### src/rtl/mem_arbiter_if.sv
// Bus bundle between the two cache controllers, the arbiter and the memory
// controller. The arbiter connects through the master modport. The requesters
// and the memory controller (or a bench) connect through the slave modport.
interface mem_arbiter_if #(
  parameter int ADDR_W = 32,
  parameter int TRD_W  = 3
);
  // I-side requester
  logic              i_req;
  logic [ADDR_W-1:0] i_addr;
  logic [TRD_W-1:0]  i_trd;
  logic              i_gnt;
  logic              i_done;
  // D-side requester
  logic              d_req;
  logic              d_we;
  logic [ADDR_W-1:0] d_addr;
  logic [TRD_W-1:0]  d_trd;
  logic              d_gnt;
  logic              d_done;
  // memory controller
  logic              ready;
  logic              tx_done;
  logic [1:0]        mem_op;
  logic [ADDR_W-1:0] mem_addr;
  logic [TRD_W-1:0]  mem_trd;
  // status
  logic              busy;
  logic              err;

  modport master (
    input  i_req, i_addr, i_trd,
    input  d_req, d_we, d_addr, d_trd,
    input  ready, tx_done,
    output i_gnt, i_done, d_gnt, d_done,
    output mem_op, mem_addr, mem_trd, busy, err
  );

  modport slave (
    output i_req, i_addr, i_trd,
    output d_req, d_we, d_addr, d_trd,
    output ready, tx_done,
    input  i_gnt, i_done, d_gnt, d_done,
    input  mem_op, mem_addr, mem_trd, busy, err
  );
endinterface

### src/rtl/mem_arbiter.sv
// mem_arbiter: shares one memory-controller port between the I-side and the
// D-side cache controllers. D-side wins by default. The I-side is forced to
// win after STARVE_LIMIT consecutive lost arbitrations. Each op runs
// IDLE (grant) -> ISSUE (mem_op driven until ready) -> WAIT (until tx_done).
// The done pulse falls in the next IDLE cycle, so a new grant can share that
// cycle with the done pulse.
// Optional build macro MEM_TIMEOUT_EN adds a watchdog that aborts an op after
// TIMEOUT_CYC cycles in ISSUE+WAIT. The abort pulses err together with the
// owner's done. Without the macro, err is tied low.
module mem_arbiter #(
  parameter int ADDR_W       = 32,
  parameter int TRD_W        = 3,
  parameter int STARVE_LIMIT = 4,
  parameter int TIMEOUT_CYC  = 1024
) (
  input logic           clk,
  input logic           rst_n,
  mem_arbiter_if.master bus_if
);

  typedef enum logic [1:0] {
    ST_IDLE  = 2'd0,
    ST_ISSUE = 2'd1,
    ST_WAIT  = 2'd2
  } state_t;

  typedef enum logic {
    OWN_I = 1'b0,
    OWN_D = 1'b1
  } owner_t;

  localparam int              SC_W       = $clog2(STARVE_LIMIT + 1);
  localparam logic [SC_W-1:0] STARVE_MAX = SC_W'(STARVE_LIMIT);

  state_t            state_q, state_d;
  owner_t            owner_q, owner_d;
  logic              we_q, we_d;
  logic [ADDR_W-1:0] addr_q, addr_d;
  logic [TRD_W-1:0]  trd_q, trd_d;
  logic [SC_W-1:0]   starve_q, starve_d;
  // bit 0 = I-side done, bit 1 = D-side done
  logic [1:0]        done_q, done_d;
  logic              i_gnt_c, d_gnt_c;
  logic              pick_i;

`ifdef MEM_TIMEOUT_EN
  localparam int              TC_W     = (TIMEOUT_CYC > 1) ? $clog2(TIMEOUT_CYC) : 1;
  localparam logic [TC_W-1:0] TMO_LAST = TC_W'(TIMEOUT_CYC - 1);
  logic [TC_W-1:0] tmo_q, tmo_d;
  logic            err_q, err_d;
`endif

  // Next-state, arbitration and latch-update logic
  always_comb begin
    state_d  = state_q;
    owner_d  = owner_q;
    we_d     = we_q;
    addr_d   = addr_q;
    trd_d    = trd_q;
    starve_d = starve_q;
    done_d   = 2'b00;
    i_gnt_c  = 1'b0;
    d_gnt_c  = 1'b0;
    // The I-side takes the slot when it is alone or has lost too often.
    pick_i   = bus_if.i_req && (!bus_if.d_req || (starve_q == STARVE_MAX));
`ifdef MEM_TIMEOUT_EN
    err_d    = 1'b0;
    // The budget covers ISSUE and WAIT together. It saturates so that a late
    // ISSUE exit still leaves WAIT with an expired budget.
    if (state_q == ST_IDLE) begin
      tmo_d = '0;
    end else if (tmo_q == TMO_LAST) begin
      tmo_d = tmo_q;
    end else begin
      tmo_d = tmo_q + TC_W'(1);
    end
`endif

    unique case (state_q)
      ST_IDLE: begin
        // Gating with rst_n keeps grants low while reset is held.
        if (rst_n && (bus_if.i_req || bus_if.d_req)) begin
          state_d = ST_ISSUE;
          if (pick_i) begin
            i_gnt_c  = 1'b1;
            owner_d  = OWN_I;
            we_d     = 1'b0;
            addr_d   = bus_if.i_addr;
            trd_d    = bus_if.i_trd;
            starve_d = '0;
          end else begin
            d_gnt_c = 1'b1;
            owner_d = OWN_D;
            we_d    = bus_if.d_we;
            addr_d  = bus_if.d_addr;
            trd_d   = bus_if.d_trd;
            if (bus_if.i_req && (starve_q != STARVE_MAX)) begin
              starve_d = starve_q + SC_W'(1);
            end
          end
        end
      end

      ST_ISSUE: begin
        // tx_done has no meaning until the op has been accepted.
        if (bus_if.ready) begin
          state_d = ST_WAIT;
        end
`ifdef MEM_TIMEOUT_EN
        else if (tmo_q == TMO_LAST) begin
          state_d = ST_IDLE;
          done_d  = (owner_q == OWN_D) ? 2'b10 : 2'b01;
          err_d   = 1'b1;
        end
`endif
      end

      ST_WAIT: begin
        // ready is ignored here. Only completion matters.
        if (bus_if.tx_done) begin
          state_d = ST_IDLE;
          done_d  = (owner_q == OWN_D) ? 2'b10 : 2'b01;
        end
`ifdef MEM_TIMEOUT_EN
        else if (tmo_q == TMO_LAST) begin
          state_d = ST_IDLE;
          done_d  = (owner_q == OWN_D) ? 2'b10 : 2'b01;
          err_d   = 1'b1;
        end
`endif
      end

      default: begin
        state_d = ST_IDLE;
      end
    endcase
  end

  // State and op-latch registers. Reset abandons any op without a done pulse.
  always_ff @(posedge clk) begin
    if (!rst_n) begin
      state_q  <= ST_IDLE;
      owner_q  <= OWN_I;
      we_q     <= 1'b0;
      addr_q   <= '0;
      trd_q    <= '0;
      starve_q <= '0;
      done_q   <= 2'b00;
    end else begin
      state_q  <= state_d;
      owner_q  <= owner_d;
      we_q     <= we_d;
      addr_q   <= addr_d;
      trd_q    <= trd_d;
      starve_q <= starve_d;
      done_q   <= done_d;
    end
  end

`ifdef MEM_TIMEOUT_EN
  // Watchdog counter and its error pulse
  always_ff @(posedge clk) begin
    if (!rst_n) begin
      tmo_q <= '0;
      err_q <= 1'b0;
    end else begin
      tmo_q <= tmo_d;
      err_q <= err_d;
    end
  end

  assign bus_if.err = err_q;
`else
  // The timeout limit has no role when the watchdog is absent.
  logic unused_tmo;
  assign unused_tmo = ^TIMEOUT_CYC;
  assign bus_if.err = 1'b0;
`endif

  assign bus_if.i_gnt    = i_gnt_c;
  assign bus_if.d_gnt    = d_gnt_c;
  assign bus_if.i_done   = done_q[0];
  assign bus_if.d_done   = done_q[1];
  assign bus_if.mem_op   = (state_q != ST_ISSUE) ? 2'b00 :
                           ((owner_q == OWN_D) && we_q) ? 2'b11 : 2'b01;
  assign bus_if.mem_addr = addr_q;
  assign bus_if.mem_trd  = trd_q;
  assign bus_if.busy     = (state_q != ST_IDLE);

endmodule
### src/flat_wrapper.sv
// flat-port wrapper written by rule: the top's interface ports become plain ports
module mem_arbiter_flat 
#(
  parameter int ADDR_W       = 32,
  parameter int TRD_W        = 3,
  parameter int STARVE_LIMIT = 4,
  parameter int TIMEOUT_CYC  = 1024
)
  (clk, rst_n, bus_if_i_req, bus_if_i_addr, bus_if_i_trd, bus_if_d_req, bus_if_d_we, bus_if_d_addr, bus_if_d_trd, bus_if_ready, bus_if_tx_done, bus_if_i_gnt, bus_if_i_done, bus_if_d_gnt, bus_if_d_done, bus_if_mem_op, bus_if_mem_addr, bus_if_mem_trd, bus_if_busy, bus_if_err);
  mem_arbiter_if #(.ADDR_W(ADDR_W), .TRD_W(TRD_W)) bus_if_i ();
  input logic clk;
  input logic rst_n;
  input wire logic [$bits(bus_if_i.i_req)-1:0] bus_if_i_req;
  input wire logic [$bits(bus_if_i.i_addr)-1:0] bus_if_i_addr;
  input wire logic [$bits(bus_if_i.i_trd)-1:0] bus_if_i_trd;
  input wire logic [$bits(bus_if_i.d_req)-1:0] bus_if_d_req;
  input wire logic [$bits(bus_if_i.d_we)-1:0] bus_if_d_we;
  input wire logic [$bits(bus_if_i.d_addr)-1:0] bus_if_d_addr;
  input wire logic [$bits(bus_if_i.d_trd)-1:0] bus_if_d_trd;
  input wire logic [$bits(bus_if_i.ready)-1:0] bus_if_ready;
  input wire logic [$bits(bus_if_i.tx_done)-1:0] bus_if_tx_done;
  output wire logic [$bits(bus_if_i.i_gnt)-1:0] bus_if_i_gnt;
  output wire logic [$bits(bus_if_i.i_done)-1:0] bus_if_i_done;
  output wire logic [$bits(bus_if_i.d_gnt)-1:0] bus_if_d_gnt;
  output wire logic [$bits(bus_if_i.d_done)-1:0] bus_if_d_done;
  output wire logic [$bits(bus_if_i.mem_op)-1:0] bus_if_mem_op;
  output wire logic [$bits(bus_if_i.mem_addr)-1:0] bus_if_mem_addr;
  output wire logic [$bits(bus_if_i.mem_trd)-1:0] bus_if_mem_trd;
  output wire logic [$bits(bus_if_i.busy)-1:0] bus_if_busy;
  output wire logic [$bits(bus_if_i.err)-1:0] bus_if_err;
  assign bus_if_i.i_req = bus_if_i_req;
  assign bus_if_i.i_addr = bus_if_i_addr;
  assign bus_if_i.i_trd = bus_if_i_trd;
  assign bus_if_i.d_req = bus_if_d_req;
  assign bus_if_i.d_we = bus_if_d_we;
  assign bus_if_i.d_addr = bus_if_d_addr;
  assign bus_if_i.d_trd = bus_if_d_trd;
  assign bus_if_i.ready = bus_if_ready;
  assign bus_if_i.tx_done = bus_if_tx_done;
  assign bus_if_i_gnt = bus_if_i.i_gnt;
  assign bus_if_i_done = bus_if_i.i_done;
  assign bus_if_d_gnt = bus_if_i.d_gnt;
  assign bus_if_d_done = bus_if_i.d_done;
  assign bus_if_mem_op = bus_if_i.mem_op;
  assign bus_if_mem_addr = bus_if_i.mem_addr;
  assign bus_if_mem_trd = bus_if_i.mem_trd;
  assign bus_if_busy = bus_if_i.busy;
  assign bus_if_err = bus_if_i.err;
  mem_arbiter #(.ADDR_W(ADDR_W), .TRD_W(TRD_W), .STARVE_LIMIT(STARVE_LIMIT), .TIMEOUT_CYC(TIMEOUT_CYC)) u_core (.clk(clk), .rst_n(rst_n), .bus_if(bus_if_i));
endmodule
### config.mk
export PLATFORM = sky130hd
export DESIGN_NAME = mem_arbiter_flat
export DESIGN_NICKNAME = d
export VERILOG_FILES = /design/src/rtl/mem_arbiter_if.sv /design/src/rtl/mem_arbiter.sv /design/src/flat_wrapper.sv
export SDC_FILE = /design/constraint.sdc
export NUM_CORES = 1
export LEC_CHECK = 0
export CELL_PAD_IN_SITES_DETAIL_PLACEMENT = 1
export CELL_PAD_IN_SITES_GLOBAL_PLACEMENT = 1
export CORE_MARGIN = 1.5
export CORE_UTILIZATION = 25
export DETAILED_ROUTE_END_ITERATION = 6
export PLACE_DENSITY_LB_ADDON = 0.1
export SLEW_MARGIN = 20
export SYNTH_ARGS = -nofsm -noshare
export SYNTH_HDL_FRONTEND = slang
export SYNTH_SLANG_ARGS = --single-unit
### constraint.sdc
create_clock -name clk -period 1.5 [get_ports clk]
set_input_delay 0.375 -clock clk [delete_from_list [all_inputs] [get_ports clk]]
set_output_delay 0.375 -clock clk [all_outputs]
set_load 0.01 [all_outputs]
==> results.cfg, run 1 <==
[finish]
nNetsFinal = 521
antennaDiodeCount = 0
final_core_util = 0.5386
fin_area_mm2 = 0.005047
layout_common_cells = 73 x nand2_1, 73 x clkdlybuf4s50_1, 40 x dfxtp_1
area_growth_pct = 106.6
drive_gt1_frac = 0.2754

[logic_synthesis]
ys_seq_area_frac = 0.3605
synth_cells = 302
ys.flop_type = dfxtp_1
synth_edf_count = 0
synth_seq_cells = 44
netlist_area_mm2 = 0.002444
syn_avg_cell_area_um2 = 8.091
synth_nets = 381
synthArstFlopShare = 0
ys_warn_count = 0
synth_cell_types = 34

[floorplan]
initial_core_util = 0.2607
coreArea_mm2 = 0.009371
dieWidth_um = 101.9
rows = 35
die_area_mm2 = 0.01038
dieHeight_um = 101.9
io_pins = 120

[route]
drc = 0
viasPerCell = 5.329
dr.first_iter.drc_count = 98
wirelength_mm = 11.55
dr_total_vias = 3048
dr.pass1.iters = 4
ant_nets = 0
avgRoutedWirePerCell_um = 20.19

[cts]
path_clk_slew_ns = 0.09
cts_tree = done
worstSkewPairLatency_ns = 0.30
cts.path.max_buffers = 2
ctsRootBufferMaster = clkbuf_8
htree_levels = 2
cts_sinks = 44
cts_buffers = 5

[sta]
clock.fmax_ghz = 0.5862
whs_ns = 0.4883
finalClockSkew_ns = 0.009355
rsz0062_at_grt = yes
maxSlewViolCount = 0
finalCriticalPeriod_ns = 1.706
finalHoldViolCount = 0
fin_ws_ns = -0.2060
setup_violations = 40
post-route-period-util = 1.137

[min_path]
whs_endpoint = u_core.bus_if.mem_addr[14]$_SDFFE_PN0P_
holdCritStartpoint = u_core.bus_if.mem_addr[14]$_SDFFE_PN0P_
hold_class = register to register
hold_depth = 1

[power]
power.total_mw = 3.859
leakage_nw = 1.874
p_per_area_mw_per_mm2 = 764.5
vdd_ir_drop_max_v = 0.0003957

[placed_design]
place_area_mm2 = 0.003986
gp_congestion = 0.7404
io_buffers = 118
dp_hpwl_mm = 6.353

[worst_setup_path]
worstSetupStartpointType = register
worstRegToRegCells = 7
required_ns = 1.12
crit_arrival_ns = 1.33
path_class = register to output port
timing.rr.end = u_core.bus_if.mem_addr[17]$_SDFFE_PN0P_
endpoint_kind = output port
reg2reg_from = u_core.starve_q[0]$_SDFFE_PN0P_
reg2reg_slack_ns = -0.20
critPathMaxFanout = 2

[global_routing]
grt_pass1_vias = 3202
grt_usage = 0.2072
grt_pass1_wl_mm = 16.63
grt_max_degree = 40
grt_overflow = 0
antenna_found_initial = 0

[run_status]
status = finished, violations left
violations = setup timing

[run]
cap_violations = 0
timing repair:
item                       4_1_cts  5_1_grt
hold buffers                     0        0
gates resized for setup        154       18
setup buffers                    4        6
setup endpoints to repair       78       44
pin swaps                       20       39
gates cloned                     6        4
metal layers:
metal,global-route usage,wire length (µm),up-vias
li1,-,-,1446
met1,0.2609,5083,1524
met2,0.3692,5882,69
met3,0.03967,479,9
met4,0.04320,105,0
met5,0,0,-
Yosys cell counts (3+ instances only):
cell | instances | area (µm²)
nand2_1 | 73 | 274.0
dfxtp_1 | 44 | 880.8
nor3_1 | 36 | 180.2
a2111oi_0 | 35 | 306.5
a221o_1 | 35 | 350.3
clkbuf_1 | 23 | 86.33
buf_2 | 8 | 40.04
a21oi_1 | 5 | 25.02
inv_1 | 5 | 18.77
nor2_1 | 5 | 18.77
buf_6 | 3 | 33.78
stage by stage:
stage / std cells / setup WS (ns) / TNS (ns)
2_1_floorplan: 302 / -0.02961 / -0.9175
3_3_place_gp: 544 / -0.6985 / -22.00
3_5_place_dp: 544 / -0.7891 / -23.57
4_1_cts: 562 / -0.2206 / -3.512
5_1_grt: 572 / -0.2549 / -6.938
6_report: 572 / -0.2060 / -5.235
final cells by class:
cell class / count / area [µm²]
multi-input cells: 222 / 2191
flip-flops and latches: 44 / 890.9
well taps: 129 / 161.4
repair buffers: 163 / 1655
inverters: 6 / 22.52
clock inverters: 1 / 30.03
clock buffers: 7 / 96.34
fillers: 1063 / 4324
worst max path at each step:
stage	slack, ns	startpoint	end	depth (start not counted)
6_report	-0.21	u_core.starve_q[0]$_SDFFE_PN0P_	bus_if_i_gnt	6
3_5_place_dp	-0.79	bus_if_d_req	bus_if_i_gnt	5
4_1_cts	-0.22	u_core.starve_q[0]$_SDFFE_PN0P_	bus_if_i_gnt	6
3_3_place_gp	-0.70	bus_if_d_req	bus_if_i_gnt	5
5_1_grt	-0.25	u_core.starve_q[0]$_SDFFE_PN0P_	bus_if_i_gnt	6
2_1_floorplan	-0.03	u_core.starve_q[0]$_SDFFE_PN0P_	u_core.bus_if.mem_addr[31]$_SDFFE_PN0P_	6
registers in the layout, indices dropped and copies added (netlist names):
register and flops:
u_core.done_q 2, u_core.state_q 2, u_core.bus_if.mem_trd 3, u_core.starve_q 3
u_core.owner_q 1, u_core.bus_if.mem_addr 32, u_core.we_q 1
critical path: stages (launching register included):
cell and delay [ns]:
dfxtp_2 0.35, inv_2 0.05, ha_4 0.16, a21boi_4 0.18
buf_6 0.12, nor3_2 0.03, buf_2 0.14
kinds of logic after synthesis:
family          share of synthesized area
fa+ha+maj                         0.01024
simple gates                       0.2366
compound gates                     0.3103
other cells                      0.001535
buf+inv                           0.08090
flops                              0.3605
report_power, final:
part	internal, mW	leakage, nW	switching [mW]	total (mW)
clock	0.589	0.0645	0.439	1.03
combinational	0.731	1.45	0.758	1.49
sequential	1.28	0.364	0.0645	1.34
total	2.60	1.87	1.26	3.86
Power figures use the tool's default switching activity.
==> inputs of run 2 (changes only) <==
ABC_CLOCK_PERIOD_IN_PS = 1500   (was not set)
==> results of run 2 <==
Final layout, timing and power as in run 1 (identical DEF).
